===== config.mk =====
export PLATFORM = sky130hd
export DESIGN_NAME = dcim_shift_acc
export DESIGN_NICKNAME = d
export VERILOG_FILES = /design/src/rtl/dcim_shift_acc.sv
export SDC_FILE = /design/constraint.sdc
export NUM_CORES = 1
export LEC_CHECK = 0
export ABC_AREA = 1
export ABC_CLOCK_PERIOD_IN_PS = 5360
export CAP_MARGIN = 20
export CORE_MARGIN = 2
export CORE_UTILIZATION = 48
export DETAILED_ROUTE_END_ITERATION = 16
export PLACE_DENSITY_LB_ADDON = 0.1
export SLEW_MARGIN = 0
export SYNTH_ARGS = -nofsm -noshare
export SYNTH_HDL_FRONTEND = slang
export SYNTH_SLANG_ARGS = --single-unit

===== constraint.sdc =====
create_clock -name clk -period 5.36 [get_ports clk]
set_clock_uncertainty 0.05 [all_clocks]
set_input_delay 1.608 -clock clk [delete_from_list [all_inputs] [get_ports clk]]
set_output_delay 1.608 -clock clk [all_outputs]
set_load 0.05 [all_outputs]

===== src/rtl/dcim_shift_acc.sv =====
`default_nettype none
// ============================================================================
// Module   : dcim_shift_acc
// Brief    : MSB-first shift-and-add accumulator for bit-serial digital CIM.
//            Define DCIM_SACC_SIGNED_X_EN for a two's-complement activation.
// Revision : 1.0
// ============================================================================
module dcim_shift_acc #(
    parameter int W_WIDTH   = 12,
    parameter int X_BITS    = 8,
    parameter int ACC_WIDTH = W_WIDTH + X_BITS
) (
    input  logic                 clk,
    input  logic                 rst_n,
    input  logic                 start,
    input  logic                 pp_valid,
    input  logic [W_WIDTH-1:0]   pp_n,
    output logic                 pp_ready,
    output logic                 busy,
    output logic                 out_valid,
    input  logic                 out_ready,
    output logic [ACC_WIDTH-1:0] out_data
);

    localparam int                 c_cnt_w = $clog2(X_BITS + 1);
    localparam logic [c_cnt_w-1:0] c_last  = c_cnt_w'(X_BITS - 1);
    localparam logic [c_cnt_w-1:0] c_one   = c_cnt_w'(1);

    typedef enum logic [1:0] {
        ST_IDLE = 2'd0,
        ST_ACC  = 2'd1,
        ST_DONE = 2'd2
    } state_t;

    state_t               r_state;
    state_t               w_state_nxt;
    logic [ACC_WIDTH-1:0] r_acc;
    logic [c_cnt_w-1:0]   r_cnt;

    logic [W_WIDTH-1:0]   w_pp;
    logic [ACC_WIDTH-1:0] w_pp_ext;
    logic [ACC_WIDTH-1:0] w_acc_nxt;
    logic                 w_beat;

    // The OAI stage delivers the partial product inverted; weight is signed.
    assign w_pp     = ~pp_n;
    assign w_pp_ext = ACC_WIDTH'($signed(w_pp));
    assign w_beat   = (r_state == ST_ACC) && pp_valid;

`ifdef DCIM_SACC_SIGNED_X_EN
    // Activation MSB carries negative weight; acc is zero on the first beat.
    assign w_acc_nxt = (r_cnt == '0) ? (ACC_WIDTH'(0) - w_pp_ext)
                                     : ((r_acc << 1) + w_pp_ext);
`else
    assign w_acc_nxt = (r_acc << 1) + w_pp_ext;
`endif

    always_comb begin
        w_state_nxt = r_state;
        case (r_state)
            ST_IDLE: if (start)                     w_state_nxt = ST_ACC;
            ST_ACC:  if (w_beat && r_cnt == c_last) w_state_nxt = ST_DONE;
            ST_DONE: if (out_ready)                 w_state_nxt = ST_IDLE;
            default:                                w_state_nxt = ST_IDLE;
        endcase
    end

    always_ff @(posedge clk) begin
        if (!rst_n) begin
            r_state <= ST_IDLE;
            r_acc   <= '0;
            r_cnt   <= '0;
        end else begin
            r_state <= w_state_nxt;
            if (r_state == ST_IDLE && start) begin
                r_acc <= '0;
                r_cnt <= '0;
            end else if (w_beat) begin
                r_acc <= w_acc_nxt;
                r_cnt <= r_cnt + c_one;
            end
        end
    end

    assign pp_ready  = (r_state == ST_ACC);
    assign busy      = (r_state != ST_IDLE);
    assign out_valid = (r_state == ST_DONE);
    assign out_data  = r_acc;

endmodule
`default_nettype wire


==> flow_metrics.env, run 1 <==
export IMPL_period_needed_ns=3.46
export IMPL_synthToLayoutAreaGrowth_pct=23.2
export IMPL_async_flop_share_pct=0
export IMPL_p_comb_share_pct=28.5
export IMPL_synth_seq_cells=26
export IMPL_wl_met3_um=148
export IMPL_slew_headroom_pct=64.1
export IMPL_met1_length_um=2390
export IMPL_placed_cells=417
export IMPL_dp_hpwl_um=3590
export IMPL_tightest_slew_ns=0.537
export IMPL_nets=407
export IMPL_cts_setup_buffers=0
export IMPL_cts_root_buf="clkbuf_8"
export IMPL_tritoncts="yes"
export IMPL_postRouteAntennaNets=0
export IMPL_clk_pin_slew_ns=0.10
export IMPL_pin_count=40
export IMPL_max_freq_mhz=289
export IMPL_cts_max_level=1
export IMPL_synth_top_area_cell="dfxtp_1"
export IMPL_via_per_inst=4.91
export IMPL_portBuffers=39
export IMPL_synth_edf_count=0
export IMPL_placedInstanceArea_sq_um=2540
export IMPL_dieArea_sq_um=4960
export IMPL_dr_pass1_iters=4
export IMPL_post_drt_wl_per_cell_um=11.0
export IMPL_synth_seq_area_share_pct=24.6
export IMPL_cp_max_fo=4
export IMPL_syn_inst=331
export IMPL_setup_violations=0
export IMPL_synth_warnings=0
export IMPL_vdd_drop_max_uv=130
export IMPL_drive_gt1_share_pct=5.42
export IMPL_start_util_pct=49.3
export IMPL_p_int_mw=0.356
export IMPL_cts_buffers_inserted=3
export IMPL_cts_sinks=26
export IMPL_wl_met2_um=2020
export IMPL_rsz0062_at_grt="no"
export IMPL_diodes=0
export IMPL_leakage_nw=1.40
export IMPL_die_w_um=70.4
export IMPL_synth_cell_types=28
export IMPL_gp_congestion=0.889
export IMPL_finalHoldViolCount=0
export IMPL_fin_crit_sh_pct=64.5
export IMPL_run_status="complete, no violations"
export IMPL_worstPathRequired_ns=5.50
export IMPL_worstSetupStartpointType="primary input"
export IMPL_fin_tns_setup_ns=0
export IMPL_clock_latency_ns=0.28
export IMPL_slew_violations=0
export IMPL_critPathArrivalTime_ns=3.60
export IMPL_num_vias=2067
export IMPL_rows=24
export IMPL_fin_area_sq_um=2610
export IMPL_critical_path_class="in2reg"
export IMPL_overflow=0
export IMPL_switching_share_pct=32.3
export IMPL_ys_top_cells_by_area="dfxtp_1, nand2_1, ha_1"
export IMPL_grt_pass1_wl_um=8180
export IMPL_cts_hold_buf=0
export IMPL_grt_max_degree=34
export IMPL_cap_violations=0
export IMPL_grt_pass1_vias=1922
export IMPL_power_density_nw_per_um2=202
export IMPL_fin_cells=421
export IMPL_core_sq_um=4290
export IMPL_antenna_found_initial=0
export IMPL_drc=0
export IMPL_synth_area_sq_um=2120
export IMPL_hold_path_class="reg2reg"
export IMPL_drt_iter0_markers=150
export IMPL_die_h_um=70.4
export IMPL_clock_power_share_pct=32.3
export IMPL_routed_top_layer="met4"
export IMPL_cts_resized=0
export IMPL_whs_ns=0.407
export IMPL_synth_top_cell_area_share_pct=24.6
export IMPL_net_switching_power_mw=0.170
export IMPL_fin_util_pct=60.8
export IMPL_end_kind="flop"
export IMPL_seqPwrFrac_pct=39.1
export IMPL_clockBufferDepth=2
export IMPL_syn_area_per_cell_sq_um=6.40
export IMPL_synth_flop_cell="dfxtp_1"
export IMPL_syn_nets=368
export IMPL_routed_wl_um=4630
export IMPL_grt_util_all_layers_pct=19.9
## synth_stat cells (3+ instances only)
master	instances
a21oi_1	25
dfxtp_1	26
ha_1	19
inv_1	60
inv_2	3
nand2_1	87
nand2_2	6
nand3_1	28
nor2_1	19
o21a_1	7
o21ai_0	13
o21bai_1	7
xor2_1	8
## sequential cells by signal, indices dropped and copies added (netlist names)
name      flops
r_cnt         4
out_data     20
r_state       2
## logic make-up after synthesis
kind of cell / count (synthesis) / share of synthesized area [%]
AOI/OAI and AO/OA: 56 / 15.2
xor gates and xnor gates: 10 / 4.13
adders and majority gates: 20 / 12.2
buffers and inverters: 68 / 12.8
DFF: 26 / 24.6
and+or+nand+nor: 151 / 31.1
## final timing paths
| path | from | end | slack (ns) | depth (start not counted) |
|---|---|---|---|---|
| max reg2reg | out_data[0] | out_data[13] | 3.40 | 12 |
| min | r_cnt[3] | r_cnt[3] | 0.41 | 1 |
| max | pp_n[1] | out_data[13] | 1.90 | 14 |
| min reg2reg | r_cnt[3] | r_cnt[3] | 0.41 | 1 |
## final cells by class
cell class              instances  area [sq um]
multi-input cells             237          1330
fillers                       433          1680
clock buffers                   3          41.3
repair buffers                 39           390
clock inverters                 1          30.0
flip-flops and latches         26           520
inverters                      63           236
well taps                      52          65.1
## worst max-delay path, stage by stage
cell and delay [ns]:
clkdlybuf4s50_1 0.45, inv_1 0.04, ha_1 0.24, fa_1 0.47
nand3_1 0.10, nand3_1 0.11, nand2_1 0.11, nand2_1 0.09
nand2_1 0.10, nand2_1 0.06, nand2_1 0.05, nand3_1 0.06
nand2_1 0.08, inv_1 0.03
## routing by layer
| metal | global-route usage [%] | up-vias |
|---|---|---|
| met2 | 32.3 | 40 |
| met4 | 5.56 | 0 |
| li1 | - | 1121 |
| met3 | 2.45 | 7 |
| met5 | 0 | - |
| met1 | 27.7 | 899 |
## power by group through the flow
stage                     Combinational, mW  Clock, mW  Sequential, mW
after floorplan                      0.0886          0           0.230
after global placement                0.149          0           0.210
after detailed placement              0.150          0           0.210
after CTS                             0.151      0.175           0.206
after global routing                  0.167      0.182           0.207
final                                 0.150      0.170           0.206
## cell usage in the layout (no fill, tap or decap), types with 2 or more instances in the layout
| cell | count |
|---|---|
| nand2_1 | 87 |
| inv_1 | 60 |
| clkdlybuf4s50_1 | 39 |
| nand3_1 | 28 |
| dfxtp_1 | 26 |
| a21oi_1 | 25 |
| nor2_1 | 19 |
| ha_1 | 19 |
| o21ai_0 | 13 |
| xor2_1 | 8 |
| o21a_1 | 7 |
| o21bai_1 | 7 |
| nand2_2 | 6 |
| inv_2 | 3 |
| clkbuf_8 | 3 |
| nor2_4 | 2 |
| nor2_2 | 2 |
| nand3_2 | 2 |
| o21ai_1 | 2 |
| xnor2_1 | 2 |
| and2_1 | 2 |
| nor3_1 | 2 |
## per-stage QoR
step	power (mW)	setup WS, ns
2_1_floorplan	0.318	2.29
3_3_place_gp	0.359	1.67
3_5_place_dp	0.360	1.63
4_1_cts	0.531	1.93
5_1_grt	0.556	1.74
6_report	0.526	1.90
Note: power is estimated with default switching activity, not from simulation.
==> inputs of run 2 (changes only) <==
ABC_CLOCK_PERIOD_IN_PS = 3300   (was 5360)
clock period = 3.3 ns   (was 5.36 ns; I/O delays follow)
==> run 2 against run 1 <==
  * Worst setup slack got worse by 1.4 ns
  * Routed wire length is 0.60% lower
  * First-iteration DRC count down 32%
  * Sequential power up 62%
  * Die area did not move
  * Final cell count unchanged
  * Combinational power increased by 63%
  * Clock power is 62% higher
  * Design area unchanged
  * Register-to-register slack worse by 2.0 ns
  * Total power is 62% higher
  * Utilization stayed put
  * Critical endpoint unchanged
  * Largest power group unchanged
==> flow_metrics.env, run 2 (same netlist as run 1, synthesis figures left out) <==
export IMPL_vdd_drop_max_uv=209
export IMPL_rsz0062_at_grt="no"
export IMPL_start_util_pct=49.3
export IMPL_drive_gt1_share_pct=5.42
export IMPL_cts_max_level=1
export IMPL_drt_iter0_markers=102
export IMPL_period_needed_ns=2.82
export IMPL_rows=24
export IMPL_diodes=0
export IMPL_overflow=0
export IMPL_nets=407
export IMPL_dr_pass1_iters=4
export IMPL_rr_startpoint="out_data[0]"
export IMPL_fin_crit_sh_pct=85.4
export IMPL_cts_setup_buffers=0
export IMPL_die_h_um=70.4
export IMPL_leakage_nw=1.40
export IMPL_worstSetupStartpointType="primary input"
export IMPL_cts_root_buf="clkbuf_8"
export IMPL_post_drt_wl_per_cell_um=10.9
export IMPL_end_kind="flop"
export IMPL_grt_pass1_wl_um=8160
export IMPL_finalHoldViolCount=0
export IMPL_cp_max_fo=4
export IMPL_grt_util_all_layers_pct=20.1
export IMPL_dieArea_sq_um=4960
export IMPL_cts_sinks=26
export IMPL_via_per_inst=4.93
export IMPL_num_vias=2075
export IMPL_clk_pin_slew_ns=0.09
export IMPL_die_w_um=70.4
export IMPL_multi_input_area_sq_um=1330
export IMPL_antenna_found_initial=0
export IMPL_setup_ws_ns=0.483
export IMPL_grt_max_degree=34
export IMPL_worstPathRequired_ns=3.44
export IMPL_r2r_setup_slack_ns=1.36
export IMPL_ff2ff_path_depth=12
export IMPL_cts_buffers_inserted=3
export IMPL_final_cell_mix="nand2_1, inv_1, clkdlybuf4s50_1, nand3_1, dfxtp_1"
export IMPL_tritoncts="yes"
export IMPL_setup_violations=0
export IMPL_clockBufferDepth=2
export IMPL_power_density_nw_per_um2=327
export IMPL_largest_reg_flops=20
export IMPL_hold_path_class="reg2reg"
export IMPL_grt_pass1_vias=1918
export IMPL_pre_cts_ws_ns=0.186
export IMPL_postRouteAntennaNets=0
export IMPL_power_total_mw=0.852
export IMPL_cap_violations=0
export IMPL_pin_count=40
export IMPL_final_common_cell="nand2_1"
export IMPL_regArea_sq_um=520
export IMPL_clock_latency_ns=0.28
export IMPL_slew_headroom_pct=63.3
export IMPL_drc=0
export IMPL_cts_hold_buf=0
export IMPL_slew_violations=0
export IMPL_critical_path_class="in2reg"
export IMPL_dp_hpwl_um=3610
export IMPL_num_fill_cells=444
export IMPL_synthToLayoutAreaGrowth_pct=23.2
export IMPL_hold_depth=1
export IMPL_reg2reg_to="out_data[13]"
export IMPL_portBuffers=39
export IMPL_tightest_slew_ns=0.550
export IMPL_core_sq_um=4290
export IMPL_cts_resized=0
export IMPL_fin_tns_setup_ns=0
export IMPL_hold_path_end="r_cnt[3]"
export IMPL_run_status="complete, no violations"
export IMPL_routed_wl_um=4600
export IMPL_max_freq_mhz=355
export IMPL_hp_start="r_cnt[3]"
export IMPL_gp_congestion=0.889
export IMPL_critPathArrivalTime_ns=2.96
run 2: stage by stage:
step	std cells	area (sq um)	hold slack (ns)	utilization [%]
floorplan	331	2120	0.372	-
global placement	417	2540	0.388	59.1
detailed placement	417	2540	0.394	59.1
CTS	421	2610	0.412	60.8
global route	421	2610	0.458	60.8
finish	421	2610	0.416	60.8
run 2: area by class of cell:
| cell class | instances | share of cell area [%] |
|---|---|---|
| Clock buffer | 3 | 1.58 |
| Clock inverter | 1 | 1.15 |
| Inverter | 63 | 9.06 |
| Multi-Input combinational cell | 237 | 50.8 |
| Sequential cell | 26 | 19.9 |
| Tap cell | 52 | 2.49 |
| Timing Repair Buffer | 39 | 15.0 |
run 2: worst max-delay path: stages:
cell             delay (ns)
clkdlybuf4s50_1        0.45
inv_1                  0.04
ha_1                   0.24
fa_1                   0.47
nand3_1                0.10
nand3_1                0.10
nand2_1                0.11
nand2_1                0.10
nand2_1                0.09
nand2_1                0.06
nand2_1                0.05
nand3_1                0.06
nand2_1                0.08
inv_1                  0.03
run 2: worst max path at each step:
stage	startpoint	end	slack, ns	depth (start not counted)
2_1_floorplan	pp_n[1]	out_data[17]	0.84	13
3_5_place_dp	pp_n[1]	out_data[17]	0.19	14
3_3_place_gp	pp_n[1]	out_data[17]	0.23	14
6_report	pp_n[1]	out_data[13]	0.48	14
5_1_grt	pp_n[1]	out_data[13]	0.29	14
4_1_cts	pp_n[1]	out_data[17]	0.48	14
run 2: layer usage:
layer,vias up,share of wire [%],GRT usage (%)
met2,30,44,32.4
met3,5,3.4,2.74
met5,-,0,0
met4,0,1.3,6.84
met1,915,51,27.4
li1,1125,-,-
run 2: power breakdown:
part           total [mW]  internal [mW]  leakage, nW  switching (mW)
logic               0.244         0.0909         1.16           0.153
clock network       0.275          0.163       0.0357           0.112
registers           0.334          0.325        0.211         0.00933
==> edit 1, RTL diff (settings of run 2) <==
Set the parameter `X_BITS` to 16 (it was 8).
--- a/src/rtl/dcim_shift_acc.sv
+++ b/src/rtl/dcim_shift_acc.sv
@@ -7,7 +7,7 @@
 // ============================================================================
 module dcim_shift_acc #(
     parameter int W_WIDTH   = 12,
-    parameter int X_BITS    = 8,
+    parameter int X_BITS    = 16,
     parameter int ACC_WIDTH = W_WIDTH + X_BITS
 ) (
     input  logic                 clk,
Ports: changed (resized out_data); port bits go from 40 to 48. The function was not compared with the original's and may differ.
==> edit 1 against run 2 <==
Wire length grew 100%; via count grew 78%; sequential power grew 35%; global-route usage grew 4.9 points; clock power grew 17%; setup slack lost 110 ps; core utilization shrank 1.2 points; design area grew 64%; count of clock-buffer cells in the layout grew 2; power grew 38%; sequential cell count grew 9; synthesized area grew 66%.
==> edit 1: results (changes against run 2) <==
drt:
  drt_iter0_drc: 127  # was 102
  post_drt_wl_per_cell_um: 11.8  # was 10.9 um
  firstDrtPassIters: 5  # was 4
  avgViaCountPerCell: 4.73  # was 4.93
timing:
  slew_headroom_pct: 65.3  # was 63.3%
global_route:
  antenna_found_initial: 0  # unchanged
  grt_pass1_vias: 3485  # was 1918
  grt_pass1_wl_um: 15800  # was 8160 um
  grt_usage_pct: 25.0  # was 20.1%
  grt_max_degree: 28  # was 34
yosys:
  synth_cell_types: 35  # was 28
  synthTopCellsByArea: "nand2_1, dfxtp_1, inv_1"  # was dfxtp_1, nand2_1, ha_1
  async_flop_share_pct: 0  # unchanged
  yosysWarnings: 0  # unchanged
  seq_area_frac_synth_pct: 20.0  # was 24.6%
  avgSynthCellArea_um2: 5.71  # was 6.40 um2
  ys.flop_type: "dfxtp_1"  # unchanged
  synth_nets: 661  # was 368
  ys_top_cells_by_count: "nand2_1, inv_1, a21oi_1"  # was nand2_1, inv_1, nand3_1
finish:
  fill_cells: 759  # was 444
  antenna_cells: 0  # unchanged
  largest_reg_flops: 28  # was 20
  drive_above_1_share_pct: 6.91  # was 5.42%
  finalNonFillerCells: 779  # was 421
  layout.nets: 725  # was 407
critical_path:
  cp.arrival_ps: 3080  # was 2960 ps
  crit_fanout: 16  # was 4
  cp_slowest_cell: "clkdlybuf4s50_1"  # was fa_1
  crit_family: "buffers and inverters"  # was simple AND/OR/NAND/NOR gates
  cpPeakStageDelay_ps: 490  # was 470 ps
clock_tree:
  insertion_delay_ps: 290
  path_clk_slew_ps: 80
  post_cts_resized: 0  # unchanged
  h-tree-depth: 2  # was 1
  cts_buffers: 5  # was 3
  clock-root-buffer: "clkbuf_8"  # unchanged
  post-cts-setup-buffers: 0  # unchanged
  cts_buffer_depth: 2  # unchanged
power_and_ir_drop:
  ir_worst_vdd_v: 0.000197  # was 0.000209 V
  p_leak_nw: 2.44  # was 1.40 nW
outcome:
  status: "completed"  # unchanged
placed_design:
  dpl.hpwl_um: 7470  # was 3610 um
  gp_congestion: 0.960  # was 0.889
  numPortBuffers: 47  # was 39
  place_inst: 771  # was 417
min_path:
  hp-class: "reg -> reg"  # unchanged
-- edit 1: final cells by class --
cell class	count	share of cell area, %
clock inverter	3	0.468
sequential	35	16.4
inverter	159	14.0
timing repair buffer	66	14.6
tap	99	2.90
multi-input combinational	412	50.0
clock buffer	5	1.61
-- edit 1: worst paths after layout --
path | slack, ps | endpoint | startpoint | depth (start not counted)
hold / removal | 430 | r_cnt[2] | r_cnt[2] | 1
hold reg to reg | 430 | r_cnt[2] | r_cnt[2] | 1
setup reg to reg | 1300 | out_data[23] | out_data[0] | 11
setup / recovery | 370 | out_data[24] | pp_n[11] | 14
-- edit 1: cell families (layout without fill, tap and decap cells) --
group                      after synthesis  in the layout  synth area share [%]
xor gates and xnor gates                12             12                  2.99
and+or+nand+nor                        300            300                  36.5
adders and majority gates               29             29                  10.6
buffers and inverters                  168            233                  19.1
DFF                                     35             35                  20.0
AOI/OAI and AO/OA                       71             71                  10.9
-- edit 1: power by group --
part,switching [mW],internal [mW]
logic,0.252,0.148
clock network,0.175,0.147
registers,0.0133,0.438
total,0.441,0.734
-- edit 1: layer usage --
| layer | part of all wire [%] | global-route usage [%] |
|---|---|---|
| met3 | 4.1 | 2.95 |
| met4 | 1.2 | 4.88 |
| met1 | 48 | 33.4 |
| met2 | 47 | 43.6 |
| met5 | 0 | 0 |
-- edit 1: stage by stage --
step | utilization [%] | power [mW] | hold WS, ps | setup WS (ps) | cell area, um2
5_1_grt | 59.6 | 1.25 | 475 | 122 | 4280
3_5_place_dp | 58.3 | 0.861 | 421 | 54.1 | 4190
2_1_floorplan | - | 0.734 | 386 | 725 | 3510
3_3_place_gp | 58.3 | 0.857 | 415 | 77.9 | 4190
6_report | 59.6 | 1.17 | 431 | 370 | 4280
4_1_cts | 59.6 | 1.19 | 434 | 367 | 4280
==> edit 2, RTL diff (config.mk and constraints of run 2) <==
Made on the original files. Make the reset (`rst_n`) asynchronous in one clocked block.
--- a/src/rtl/dcim_shift_acc.sv
+++ b/src/rtl/dcim_shift_acc.sv
@@ -65,7 +65,7 @@
         endcase
     end
 
-    always_ff @(posedge clk) begin
+    always_ff @(posedge clk or negedge rst_n) begin
         if (!rst_n) begin
             r_state <= ST_IDLE;
             r_acc   <= '0;
Behaviour: differs if rst_n is asserted again (counterexample within 4 cycles, from zero or initial values and one cycle with rst_n low); with rst_n held inactive, the same outputs for 10 cycles.
==> edit 2 against run 2 <==
Fmax rose by 1.6%; synthesized area rose by 1.9%; first-iteration DRC count rose by 36%; critical path depth fell by 3; setup slack improved by 43 ps; highest routed layer unchanged; sequential cell count did not move; design area rose by 1.3%; register-to-register slack got worse by 50 ps; wire length rose by 12%; final cell count fell by 1.2%; synthesized cell count fell by 2.1%.
Power is left out: it rests on default switching activity, and per cell area and clock period it moved more than threefold.
==> edit 2: results (changes against run 2) <==
placed_design:
  dpl.hpwl_um: 3900  # was 3610 um
  gp_congestion: 0.871  # was 0.889
global_route:
  grt_pass1_wl_um: 9050  # was 8160 um
  grt_pass1_vias: 2008  # was 1918
  grt_max_degree: 27  # was 34
  grt_usage_pct: 22.4  # was 20.1%
drt:
  post_drt_wl_per_cell_um: 12.4  # was 10.9 um
  drt_iter0_drc: 139  # was 102
  wl_met2_um: 2340  # was 2020 um
  firstDrtPassIters: 5  # was 4
  drt-met1-wl_um: 2500  # was 2360 um
yosys:
  synth-compound-area-share_pct: 11.8  # was 15.2%
  ys_top_cells_by_count: "nand2_1, inv_1, dfrtp_1"  # was nand2_1, inv_1, nand3_1
  synthTopCellsByArea: "dfrtp_1, nand2_1, ha_1"  # was dfxtp_1, nand2_1, ha_1
  synth_xor_area_share_pct: 0.812  # was 4.13%
  seq_area_frac_synth_pct: 30.1  # was 24.6%
  synth_nets: 361  # was 368
finish:
  drive_above_1_share_pct: 5.49  # was 5.42%
  layout.nets: 402  # was 407
critical_path:
  crit_fanout: 8  # was 4
  crit_start: "pp_n[11]"  # was pp_n[1]
  reg2reg_depth: 10  # was 12
  cp.arrival_ps: 2900  # was 2960 ps
  r2r_start: "out_data[0]"  # unchanged
  reg2reg_slack_ps: 1310  # was 1360 ps
timing:
  holdWs_ps: 480  # was 416 ps
  tightest_slew_ps: 506  # was 550 ps
min_path:
  holdCritStartpoint: "out_data[7]"  # was r_cnt[3]
  min_path_cells: 2  # was 1
outcome:
  status: "completed"  # unchanged
[edit 2: changes by cell type after synthesis, sizes merged, moves of 8 or more]
cell	delta
dfxtp	-26
inv	-13
xor2	-8
nand2	+25
dfrtp	+26
nand3	-9
[edit 2: kinds of logic after synthesis]
family / Yosys count
adders and majority gates: 20
AOI/OAI and AO/OA: 44
buffers and inverters: 54
DFF: 26
and+or+nand+nor: 178
xor gates and xnor gates: 2
[edit 2: path summary, 6_finish.rpt]
kind,to
max,out_data[16]
min,out_data[7]
max reg2reg,out_data[17]
min reg2reg,out_data[7]
max in group asynchronous,out_data[18]
min in group asynchronous,out_data[8]
[edit 2: routing by layer]
layer	GRT usage [%]	up-vias
met5	0	-
met4	6.71	0
met3	2.99	7
met2	36.3	52
met1	31.2	953
li1	-	1111
[edit 2: per-stage QoR]
stage / std cells / util, % / cell area [um2] / setup slack [ps]
floorplan: 324 / - / 2160 / 860
global placement: 412 / 59.5 / 2590 / 236
detailed placement: 412 / 59.5 / 2590 / 242
CTS: 416 / 60.7 / 2640 / 527
global route: 416 / 60.7 / 2640 / 269
finish: 416 / 60.7 / 2640 / 526
[edit 2: layout make-up]
class,instances,area [um2]
clock buffer,4,55.1
fill,413,1710
inverter,50,188
multi-input combinational,244,1290
sequential,26,651
tap,52,65.1
timing repair buffer,40,398
[edit 2: critical path, stage by stage]
cell and delay (ps):
clkdlybuf4s50_1 490, inv_1 150, ha_1 400, nand2_1 110
inv_1 70, a21oi_2 170, inv_1 70, a21oi_1 170
nand3_1 110, nand3_1 110, nand2_1 60
